## config.mk

```make
export PLATFORM = sky130hd
export DESIGN_NAME = fetch_sequencer
export DESIGN_NICKNAME = d
export VERILOG_FILES = /design/src/rtl/fetch_sequencer.sv
export SDC_FILE = /design/constraint.sdc
export NUM_CORES = 1
export LEC_CHECK = 0
export ABC_AREA = 1
export BUFFER_PORTS_ARGS = -buffer_cell sky130_fd_sc_hd__buf_2
export CORE_AREA = 2 2 87 89
export DETAILED_ROUTE_END_ITERATION = 8
export DIE_AREA = 0 0 89 91
export PLACE_DENSITY = 0.7
export SYNTH_ARGS = -nofsm -noshare
export SYNTH_HDL_FRONTEND = slang
export SYNTH_SLANG_ARGS = --single-unit
export TNS_END_PERCENT = 50
```

## constraint.sdc

```tcl
create_clock -name Clk -period 1.65 [get_ports Clk]
set_clock_uncertainty 0.15 [all_clocks]
set_input_delay 0.4125 -clock Clk [delete_from_list [all_inputs] [get_ports Clk]]
set_output_delay 0.4125 -clock Clk [all_outputs]
set_load 0.05 [all_outputs]
```

## src/rtl/fetch_sequencer.sv

```systemverilog
// fetch_sequencer: PC source selection, reset-vector boot and interrupt entry for the fetch stage.
// Interrupt entry (drain, save PC, vector load) is compiled in only when FETCH_SEQ_INT_EN is defined.
module fetch_sequencer #(
  parameter int unsigned DRAIN_CYCLES = 3
) (
  input  logic        Clk,
  input  logic        Rst,
  input  logic        StallReq,
  input  logic        JmpTaken,
  input  logic [31:0] JmpTarget,
  input  logic        RetRti,
  input  logic [31:0] WbPc,
  input  logic        IntReq,
  input  logic [31:0] PcIn,
  input  logic [15:0] ImemData,
  output logic [2:0]  PcSel,
  output logic [31:0] PcLoadData,
  output logic        ImemAddrSel,
  output logic [31:0] ImemVecAddr,
  output logic        FlushFD,
  output logic        IntAck,
  output logic [31:0] SavePc,
  output logic        Busy
);

  typedef enum logic [2:0] {
    BOOT_LO   = 3'd0,
    BOOT_HI   = 3'd1,
    LOAD      = 3'd2,
    RUN       = 3'd3,
    INT_DRAIN = 3'd4,
    INT_LO    = 3'd5,
    INT_HI    = 3'd6
  } state_t;

  localparam logic [2:0] SEL_HOLD = 3'd0;
  localparam logic [2:0] SEL_INC  = 3'd1;
  localparam logic [2:0] SEL_JMP  = 3'd2;
  localparam logic [2:0] SEL_WB   = 3'd3;
  localparam logic [2:0] SEL_VEC  = 3'd4;

  state_t      state_q;
  logic [15:0] lo_q;
  logic [15:0] hi_q;
  logic        pend_s;

`ifdef FETCH_SEQ_INT_EN
  localparam logic [2:0] DRAIN_INIT = 3'(DRAIN_CYCLES - 1);

  logic        pending_q;
  logic [2:0]  drain_q;
  logic [31:0] save_q;
  logic        in_entry_s;

  assign pend_s     = pending_q;
  // Requests arriving while an entry is already under way fold into it.
  assign in_entry_s = (state_q == INT_DRAIN) || (state_q == INT_LO) || (state_q == INT_HI);
  assign SavePc     = save_q;
`else
  logic unused_s;

  assign pend_s   = 1'b0;
  assign SavePc   = 32'd0;
  assign unused_s = ^{IntReq, JmpTarget, WbPc, PcIn};
`endif

  assign PcLoadData = {hi_q, lo_q};
  assign Busy       = (state_q != RUN);

  // PC source, flush and vector-fetch controls decoded from state and redirect inputs.
  always_comb begin
    PcSel       = SEL_HOLD;
    FlushFD     = 1'b0;
    ImemAddrSel = 1'b0;
    ImemVecAddr = 32'd0;
    IntAck      = 1'b0;
    case (state_q)
      BOOT_LO:   begin ImemAddrSel = 1'b1; FlushFD = 1'b1; ImemVecAddr = 32'd0; end
      BOOT_HI:   begin ImemAddrSel = 1'b1; FlushFD = 1'b1; ImemVecAddr = 32'd1; end
      INT_LO:    begin ImemAddrSel = 1'b1; FlushFD = 1'b1; ImemVecAddr = 32'd2; end
      INT_HI:    begin ImemAddrSel = 1'b1; FlushFD = 1'b1; ImemVecAddr = 32'd3; end
      LOAD:      begin PcSel = SEL_VEC; FlushFD = 1'b1; end
      INT_DRAIN: begin FlushFD = 1'b1; end
      RUN: begin
        if (RetRti) begin
          PcSel   = SEL_WB;
          FlushFD = 1'b1;
        end else if (JmpTaken) begin
          PcSel   = SEL_JMP;
          FlushFD = 1'b1;
        end else if (StallReq) begin
          PcSel = SEL_HOLD;
        end else if (pend_s) begin
          PcSel  = SEL_HOLD;
          IntAck = 1'b1;
        end else begin
          PcSel = SEL_INC;
        end
      end
      default: begin FlushFD = 1'b1; end
    endcase
  end

  // Sequencer state, captured vector halves and interrupt bookkeeping.
  always_ff @(posedge Clk or negedge Rst) begin
    if (!Rst) begin
      state_q   <= BOOT_LO;
      lo_q      <= 16'd0;
      hi_q      <= 16'd0;
`ifdef FETCH_SEQ_INT_EN
      pending_q <= 1'b0;
      drain_q   <= 3'd0;
      save_q    <= 32'd0;
`endif
    end else begin
      case (state_q)
        BOOT_LO: begin lo_q <= ImemData; state_q <= BOOT_HI; end
        BOOT_HI: begin hi_q <= ImemData; state_q <= LOAD; end
        LOAD:    begin state_q <= RUN; end
`ifdef FETCH_SEQ_INT_EN
        RUN: begin
          if (IntAck) begin
            save_q  <= PcIn;
            drain_q <= DRAIN_INIT;
            state_q <= INT_DRAIN;
          end else begin
            state_q <= RUN;
          end
        end
        INT_DRAIN: begin
          // An older instruction still resolving a redirect owns the return address.
          if (RetRti) begin
            save_q <= WbPc;
          end else if (JmpTaken) begin
            save_q <= JmpTarget;
          end else begin
            save_q <= save_q;
          end
          if (drain_q == 3'd0) begin
            state_q <= INT_LO;
          end else begin
            drain_q <= drain_q - 3'd1;
          end
        end
        INT_LO: begin lo_q <= ImemData; state_q <= INT_HI; end
        INT_HI: begin hi_q <= ImemData; state_q <= LOAD; end
`else
        RUN:     begin state_q <= RUN; end
`endif
        default: begin state_q <= BOOT_LO; end
      endcase
`ifdef FETCH_SEQ_INT_EN
      if (IntAck) begin
        pending_q <= 1'b0;
      end else if (IntReq && !in_entry_s) begin
        pending_q <= 1'b1;
      end else begin
        pending_q <= pending_q;
      end
`endif
    end
  end

endmodule
```

Word-level counts from Yosys, hierarchy flattened. Cells that the tools add are included.

Eq/ne operators: 6. Muxes and demuxes: 10. Reductions and logical operators: 3.

Operator list (number): $pmux W2 S3 (2); $eq A3 B2 Y1 const B (2); $eq A3 B3 Y1 const B (2); $pmux W3 S2 (1); $mux W1 (5); $mux W2 (2); $reduce_or A4 Y1 (1); $eq A3 B1 Y1 const B (1); $logic_not A3 Y1 (1); $ne A3 B2 Y1 const B (1); $reduce_or A2 Y1 (1).

Register bits after elaboration: 35. Input bits: 118. Output and inout port bits: 103. Word-level logic and storage cells: 22.

Logic depth before layout (Yosys ltp). Gate-level depths: netlist (run 1).

Depth after elaboration: 4. Gate-level depth with buffers: 5. Gate-level depth less buffers: 4.

Worst setup path after synthesis (run 1). Ideal clock, no wire load.

Path kind: register to output. Start point: register state_q[1]. End point: output port PcSel[1]. Arrival time: 1.699 ns. Required time: 1.087 ns. Slack: -0.611 ns. Stages on the path, launching flop included: 3. Path buffers: 0. Cells stage by stage: dfrtp_1 > nand2_1 > a21oi_1.

Cells in the longest elaborated chain, start to end: 2. Elaborated cells on any way between the ends: 3. Classes of those cells: eq/ne (2); mux (1).

RTL lines: from (decl) (line 42) `state_t state_q;`; from (signal assigned) (line 107) `state_q <= BOOT_LO;`; from (signal assigned) (line 117) `BOOT_LO: begin lo_q <= ImemData; state_q <= BOOT_HI; end`; from (signal assigned) (line 118) `BOOT_HI: begin hi_q <= ImemData; state_q <= LOAD; end`; $eq A3 B2 Y1 (line 77) `case (state_q)`; $pmux W3 S2 * (line 77); to (decl) (line 16) `output logic [2:0] PcSel,`.

Every way passes the cells marked *; elsewhere a longest branch is shown, timed or not.

Final worst setup path (run 1). Ends and elaborated chain as after synthesis.

==> results of run 1 <==
## Yosys cell counts, drive strengths merged
cell and number:
dfrtp 34, conb 1, nor2 6, inv 4, nand4 1, a21oi 1, nand2 99, buf 68
## power by group
| part | internal, µW | total, µW | leakage [µW] | switching (µW) |
|---|---|---|---|---|
| registers | 873 | 893 | 0.000390 | 20.3 |
| logic | 73.6 | 625 | 0.000813 | 551 |
| clock network | 337 | 634 | 0.0000482 | 297 |
| total | 1280 | 2150 | 0.00125 | 869 |
## logic make-up after synthesis
logic type / after synthesis
simple gates: 106
buf+inv: 72
flops: 34
compound gates: 1
other cells: 1
## per-stage QoR
stage | total power (µW) | instance area [µm²] | TNS (ns)
floorplan | 1540 | 2060 | -0.0484
global placement | 1520 | 2000 | 0
detailed placement | 1530 | 2000 | 0
CTS | 2180 | 2170 | -0.107
global route | 2250 | 2180 | -0.331
finish | 2150 | 2180 | -0.0794
## final timing paths
| kind | startpoint | to | slack (ns) |
|---|---|---|---|
| min reg2reg | lo_q[7] | lo_q[7] | 0.32 |
| max in group asynchronous | Rst | state_q[0] | 1.00 |
| max | state_q[1] | PcSel[1] | -0.04 |
| min in group Clk | ImemData[11] | lo_q[11] | 0.20 |
| max reg2reg | state_q[0] | hi_q[5] | 0.26 |
| min | Rst | lo_q[11] | 0.01 |
## state kept, by name (all words and copies together) (netlist names)
signal / flops
state_q: 2
hi_q: 16
lo_q: 16
## metal layers
metal | vias to the layer above | global-route usage (%) | wire length (µm)
met1 | 616 | 11.4 | 1510
li1 | 650 | - | -
met2 | 69 | 16.0 | 2010
met5 | - | 0 | 0
met3 | 5 | 1.27 | 238
met4 | 0 | 4.35 | 73
## final cells by class
class	count	area [µm²]
clock buffer	7	86.3
fill	751	4960
sequential	34	853
inverter	4	15.0
clock inverter	1	5.00
tap	99	124
timing repair buffer	66	399
multi-input combinational	171	694
## critical path, delay by kind of cell (launching register included)
family	cells	cell delay, ns
flip-flops	1	0.47
AO/OA/AOI/OAI	1	0.12
AND/OR/NAND/NOR	1	0.09
buffers and inverters	1	0.17
## placed cells by master (no fill, tap or decap)
master / Yosys / layout
nand2_1: 97 / 96
buf_8: 0 / 2
dfrtp_2: 0 / 2
nand4_1: 1 / 1
clkinv_2: 0 / 1
nor2_4: 1 / 3
nor2_1: 4 / 2
buf_4: 67 / 7
nor2_2: 1 / 1
dfrtp_1: 34 / 32
inv_2: 2 / 2
nand2_4: 0 / 1
clkbuf_8: 0 / 6
buf_2: 1 / 52
clkbuf_1: 0 / 1
nand2_2: 2 / 2
buf_6: 0 / 5
a21oi_4: 0 / 1
inv_1: 2 / 2
conb_1: 1 / 64
## what timing repair did
action                                  in CTS  in global routing
pin swaps                                    2                  0
endpoints found under the hold margin        0                  0
endpoints found under the setup margin       7                  7
setup buffers                                3                  0
gates resized for setup                     19                  1
cloned                                       0                  0
==> results.json, run 1 <==
{
  "yosys-top-cells-area": "dfrtp_1 (47%), buf_4 (28%), nand2_1 (20%)",
  "fin_nets": 400,
  "report.final.slew_viol_count": 0,
  "dp_cells": 371,
  "clock_latency_ns": 0.28,
  "synthSimpleGateAreaFrac_pct": 23.1,
  "coreArea_um2": 7140,
  "synth_xor_xnor_area_share_pct": 0,
  "dieArea_um2": 8100,
  "hold_path_class": "in2async",
  "route.detailed.drc": 0,
  "path_class": "reg2out",
  "setup_viol": 2,
  "vias": 1340,
  "cts-root-buf": "clkbuf_8",
  "rsz0062_at_grt": "true",
  "synth_fa_ha_area_share_pct": 0,
  "cp-end-kind": "output pin",
  "ys_types": 13,
  "yosysTopAreaCellShare_pct": 47.3,
  "dr.pass1.iters": 4,
  "cts_max_path_buffers": 2,
  "maxCapViolCount": 0,
  "p_per_area_nw_per_um2": 988,
  "instances_no_fill": 382,
  "slowest_stage": "dfrtp_2",
  "hold_viol_final": 0,
  "syn_avg_cell_area_um2": 8.40,
  "fin_ws_ns": -0.0417,
  "fin_crit_sh_pct": 103,
  "synth_area_um2": 1800,
  "place_ws_ns": 0.0443,
  "muxShareOfSynthArea_pct": 0,
  "diodes": 0,
  "drt-vias-per-instance": 3.51,
  "synth-seq-cells": 34,
  "irDropWorstVdd_mv": 0.326,
  "grt_pass1_vias": 1196,
  "period_minus_slack_ns": 1.69,
  "grtUsageTotal_pct": 9.34,
  "crit_chain": "nand2_4 > a21oi_4 > buf_6",
  "crit_fanout": 5,
  "drt_iter0_markers": 24,
  "worst_ep_arrival_time_ns": 1.13,
  "utilization_pct": 30.5,
  "ioPinCount": 221,
  "synthToLayoutAreaGrowth_pct": 21.1,
  "synth-compound-area-share_pct": 0.278,
  "place.gp.congestion": 0.816,
  "grt_max_degree": 35,
  "leakage_uw": 0.00125,
  "ys_seq_area_share_pct": 47.3,
  "die_width_um": 89,
  "htreeDepth": 2,
  "cts_tree": "yes",
  "holdWs_ns": 0.0119,
  "ys.warnings.count": 0,
  "port_buffers": 59,
  "grt_pass1_wl_um": 5800,
  "wire_per_inst_um": 10.0,
  "numCtsBuffers": 5,
  "cts_sinks": 34,
  "cp.required_ns": 1.09,
  "cts_hold_buffers": 0,
  "wl_um": 3830,
  "crit_path_start_kind": "flip-flop",
  "outcome": "finished with violations",
  "drive_gt1_share_pct": 30.0,
  "synth_top_family_by_area": "buffers and inverters",
  "drtAntennaViolNets": 0,
  "initial_utilization_pct": 25.2,
  "violations": "negative setup slack",
  "dieHeight_um": 91,
  "std_cell_rows": 31,
  "max_freq_ghz": 0.591,
  "synth_largest_area_cell": "dfrtp_1",
  "clk_pin_slew_ns": 0.07,
  "synthCells": 214,
  "cpPeakStageDelay_ns": 0.47,
  "antenna_found_initial": 0,
  "reg2reg_depth": 5,
  "grt-ovfl-total": 0,
  "dp_hpwl_um": 2890
}
No activity file was read; power rests on OpenSTA's default activity.
==> run 2: changes to the inputs <==
--- a/config.mk
+++ b/config.mk
@@ -11,6 +11,8 @@
 export DETAILED_ROUTE_END_ITERATION = 8
 export DIE_AREA = 0 0 89 91
 export PLACE_DENSITY = 0.7
+export REMOVE_ABC_BUFFERS = 1
+export SLEW_MARGIN = 10
 export SYNTH_ARGS = -nofsm -noshare
 export SYNTH_HDL_FRONTEND = slang
 export SYNTH_SLANG_ARGS = --single-unit
==> results.json, run 2 (synthesis gave the netlist of run 1 again) <==
{
  "slowest_stage": "dfrtp_2",
  "clock_latency_ns": 0.28,
  "design_area_um2": 2170,
  "coreArea_um2": 7140,
  "die_width_um": 89,
  "maxCapViolCount": 0,
  "irDropWorstVdd_mv": 0.271,
  "dieHeight_um": 91,
  "hold_path_class": "in2reg",
  "antenna_found_initial": 0,
  "crit_path_start_kind": "flip-flop",
  "port_buffers": 59,
  "fin_ws_ns": -0.0459,
  "dp_cells": 371,
  "cts-root-buf": "clkbuf_8",
  "place_area_um2": 1990,
  "max_freq_ghz": 0.590,
  "synthToLayoutAreaGrowth_pct": 20.8,
  "top_regs": "hi_q (16), lo_q (16), state_q (2)",
  "report.final.slew_viol_count": 0,
  "violations": "negative setup slack",
  "rsz0062_at_grt": "true",
  "ff_latch_area_um2": 853,
  "initial_utilization_pct": 25.2,
  "cts_max_path_buffers": 2,
  "cp-end-kind": "output pin",
  "ioPinCount": 221,
  "crit_chain": "nand2_4 > a21oi_4 > buf_6",
  "wl_um": 4070,
  "cts_tree": "yes",
  "dp_hpwl_um": 2910,
  "fin_crit_sh_pct": 103,
  "multi_input_area_um2": 682,
  "htreeDepth": 2,
  "cpPeakStageDelay_ns": 0.45,
  "grtUsageTotal_pct": 10.3,
  "grt_max_degree": 19,
  "dieArea_um2": 8100,
  "crit_fanout": 5,
  "vias": 1355,
  "p_per_area_nw_per_um2": 990,
  "period_minus_slack_ns": 1.70,
  "drt_iter0_markers": 19,
  "setup_viol": 4,
  "instances_no_fill": 382,
  "final_common_cell": "nand2_1",
  "outcome": "finished with violations",
  "numCtsBuffers": 5,
  "route.detailed.drc": 0,
  "diodes": 0,
  "grt-ovfl-total": 0,
  "grt_pass1_vias": 1207,
  "cp.required_ns": 1.09,
  "fillers": 768,
  "layout_common_cells": "nand2_1 (96), conb_1 (64), buf_2 (52), dfrtp_1 (32), buf_6 (7)",
  "cts_sinks": 34,
  "power_uw": 2150,
  "drt-vias-per-instance": 3.55,
  "worst_ep_arrival_time_ns": 1.13,
  "drive_gt1_share_pct": 29.3,
  "place.gp.congestion": 0.638,
  "std_cell_rows": 31,
  "leakage_uw": 0.00125,
  "drtAntennaViolNets": 0,
  "hold_viol_final": 0,
  "grt_pass1_wl_um": 6210,
  "fin_nets": 400,
  "dr.pass1.iters": 3,
  "clk_pin_slew_ns": 0.07,
  "path_class": "reg2out",
  "place_ws_ns": 0.0613,
  "wire_per_inst_um": 10.7
}
## run 2: layout make-up
type,count,share of cell area (%)
clock buffer,7,3.97
inverter,4,0.691
multi-input combinational,171,31.4
tap,99,5.70
sequential,34,39.3
timing repair buffer,66,18.7
clock inverter,1,0.230
## run 2: worst max-delay path: cells and delay by family (launching register included)
family                 cells  cell delay, ns
AOI/OAI and AO/OA          1            0.13
DFF                        1            0.45
buffers and inverters      1            0.17
and+or+nand+nor            1            0.09
## run 2: final timing paths
check / from / to / slack [ns] / cells past startpoint
worst min-delay path: ImemData[12] / hi_q[12] / 0.18 / 3
max in group asynchronous: Rst / hi_q[4] / 0.44 / 3
worst min register to register: lo_q[6] / lo_q[6] / 0.32 / 2
worst max register to register: state_q[1] / hi_q[14] / 0.33 / 4
min in group asynchronous: Rst / hi_q[12] / 0.46 / 2
worst max-delay path: state_q[1] / PcSel[1] / -0.05 / 3
## run 2: power breakdown
part | total [µW] | switching, µW | internal [µW]
clock | 632 | 296 | 337
sequential | 893 | 20.0 | 873
combinational | 625 | 548 | 77.0
total | 2150 | 863 | 1290
## run 2: layer usage
metal	global-route usage, %	vias up	routed length, µm
met4	2.24	0	41
met5	0	-	0
li1	-	647	-
met3	3.36	6	333
met2	16.0	81	1900
met1	13.8	621	1790
## run 2: what timing repair did
item,in CTS,in global routing
setup endpoints to repair,7,7
hold endpoints to repair,16,0
buffers inserted,1,1
pin swaps,0,1
gates resized for setup,12,10
hold buffers,1,0
## run 2: through the flow
| stage | hold slack (ns) | utilization (%) | TNS [ns] |
|---|---|---|---|
| 3_3_place_gp | 0.225 | 27.9 | 0 |
| 6_report | 0.184 | 30.4 | -0.113 |
| 2_1_floorplan | -0.0331 | - | -1.33 |
| 4_1_cts | 0.172 | 29.8 | -0.208 |
| 5_1_grt | 0.178 | 30.4 | -0.389 |
| 3_5_place_dp | 0.232 | 27.9 | 0 |
==> run 3: changes to the inputs <==
--- a/config.mk
+++ b/config.mk
@@ -7,10 +7,12 @@
 export LEC_CHECK = 0
 export ABC_AREA = 1
 export BUFFER_PORTS_ARGS = -buffer_cell sky130_fd_sc_hd__buf_2
-export CORE_AREA = 2 2 87 89
+export CELL_PAD_IN_SITES_DETAIL_PLACEMENT = 0
+export CELL_PAD_IN_SITES_GLOBAL_PLACEMENT = 1
+export CORE_MARGIN = 2
+export CORE_UTILIZATION = 18
 export DETAILED_ROUTE_END_ITERATION = 8
-export DIE_AREA = 0 0 89 91
-export PLACE_DENSITY = 0.7
+export PLACE_DENSITY = 0.81
 export REMOVE_ABC_BUFFERS = 1
 export SLEW_MARGIN = 10
 export SYNTH_ARGS = -nofsm -noshare
==> constraint.sdc (replaced) <==
create_clock -name Clk -period 1.43 [get_ports Clk]
set_clock_uncertainty 0.15 [all_clocks]
set_input_delay 0.3575 -clock Clk [delete_from_list [all_inputs] [get_ports Clk]]
set_output_delay 0.3575 -clock Clk [all_outputs]
set_load 0.05 [all_outputs]
==> results.json, run 3 (synthesis gave the netlist of run 1 again) <==
{
  "htreeDepth": 2,
  "instances_no_fill": 423,
  "worst_ep_arrival_time_ns": 1.12,
  "grt-ovfl-total": 0,
  "cts-root-buf": "clkbuf_8",
  "path_class": "reg2out",
  "cts_tree": "yes",
  "grt_max_degree": 35,
  "wl_um": 4560,
  "p_per_area_nw_per_um2": 1060,
  "vias": 1401,
  "cts_sinks": 34,
  "drt-vias-per-instance": 3.31,
  "wire_per_inst_um": 10.8,
  "setup_viol": 23,
  "cts_max_path_buffers": 2,
  "synthToLayoutAreaGrowth_pct": 32.7,
  "holdPathStages": 3,
  "initial_utilization_pct": 18.5,
  "power_switching_uw": 1020,
  "die_width_um": 104,
  "place_area_um2": 2050,
  "grt_pass1_vias": 1301,
  "fin_crit_sh_pct": 114,
  "comb_power_share_pct": 29.3,
  "crit_path_start_kind": "flip-flop",
  "crit_chain": "nand2_4 > a21oi_2 > buf_6",
  "intPower_uw": 1510,
  "hold_viol_final": 0,
  "grtUsageTotal_pct": 8.08,
  "dp_hpwl_um": 3010,
  "numCtsBuffers": 5,
  "cp_top_family": "flip-flops",
  "top_regs": "hi_q (16), lo_q (16), state_q (2)",
  "max_freq_ghz": 0.615,
  "utilization_pct": 24.5,
  "clk_pin_slew_ns": 0.07,
  "dieHeight_um": 104,
  "cp.required_ns": 0.92,
  "fillers": 1077,
  "final_common_cell": "nand2_1",
  "fin_ws_ns": -0.196,
  "crit_fanout": 5,
  "clock_latency_ns": 0.28,
  "diodes": 0,
  "antenna_found_initial": 0,
  "reg2reg_depth": 7,
  "grt_pass1_wl_um": 6760,
  "hold_path_class": "in2reg",
  "report.final.slew_viol_count": 0,
  "cp-end-kind": "output pin",
  "period_minus_slack_ns": 1.63,
  "rsz0062_at_grt": "true",
  "holdWs_ns": 0.129,
  "port_buffers": 59,
  "irDropWorstVdd_mv": 0.397,
  "dp_cells": 408,
  "violations": "negative setup slack",
  "path_depth": 3,
  "layout_common_cells": "nand2_1 (94), conb_1 (64), dfrtp_1 (32), buf_2 (24), clkbuf_4 (20)",
  "swShare_pct": 40.5,
  "dieArea_um2": 10800,
  "place.gp.congestion": 0.678,
  "p_clk_share_pct": 29.9,
  "std_cell_rows": 36,
  "ioPinCount": 221,
  "fin_nets": 407,
  "slowest_stage": "dfrtp_2",
  "leakage_uw": 0.00132,
  "outcome": "finished with violations",
  "design_area_um2": 2390,
  "coreArea_um2": 9730,
  "route.detailed.drc": 0,
  "dr.pass1.iters": 4,
  "cpPeakStageDelay_ns": 0.45,
  "drive_gt1_share_pct": 31.7,
  "path_buf_inv": 1,
  "drt_iter0_markers": 30,
  "pwr-share-seq_pct": 40.8,
  "drtAntennaViolNets": 0,
  "maxCapViolCount": 0
}
## run 3: worst reg2reg max path: stages (launching register included)
cell	delay, ns
dfrtp_2	0.45
buf_4	0.15
buf_6	0.10
buf_4	0.15
nor2_4	0.17
buf_6	0.16
nand2_2	0.06
nand2_1	0.05
## run 3: what timing repair did
item / 4_1_cts / 5_1_grt
cloned: 0 / 1
hold buffers: 1 / 0
pin swaps: 2 / 3
endpoints found under the setup margin: 14 / 59
gates resized for setup: 25 / 39
endpoints found under the hold margin: 34 / 0
buffers inserted: 3 / 2
## run 3: layout make-up
type	count	area [µm²]	share of cell area [%]
timing repair buffer	73	548	23.0
tap	133	166	6.97
inverter	4	15.0	0.629
sequential	34	853	35.8
clock buffer	7	86.3	3.62
multi-input combinational	171	712	29.8
clock inverter	1	5.00	0.210
## run 3: metrics by stage
stage,worst slack (ns),TNS (ns),power [µW]
floorplan,-0.776,-1.86,1630
global placement,-0.0271,-0.0311,1750
detailed placement,-0.0564,-0.108,1760
CTS,-0.215,-1.12,2550
global route,-0.242,-3.70,2640
finish,-0.196,-2.03,2530
## run 3: power by group through the flow
stage	registers, µW	logic (µW)	clock network [µW]
floorplan	1210	419	0
global placement	1050	707	0
detailed placement	1050	709	0
CTS	1030	726	795
global route	1040	777	820
finish	1030	742	756
## run 3: metal layers
| layer | vias to the layer above | routed length [µm] | global-route usage (%) |
|---|---|---|---|
| li1 | 662 | - | - |
| met1 | 654 | 2010 | 10.4 |
| met2 | 77 | 2170 | 13.3 |
| met3 | 8 | 322 | 2.38 |
| met4 | 0 | 49 | 2.03 |
| met5 | - | 0 | 0 |
## run 3: path summary, 6_finish.rpt
path	end	slack [ns]	from
max	PcSel[1]	-0.20	state_q[1]
min	hi_q[10]	0.13	ImemData[10]
max reg2reg	lo_q[12]	-0.08	state_q[0]
min reg2reg	lo_q[2]	0.32	lo_q[2]
max in group asynchronous	state_q[0]	0.51	Rst
min in group asynchronous	lo_q[5]	0.43	Rst
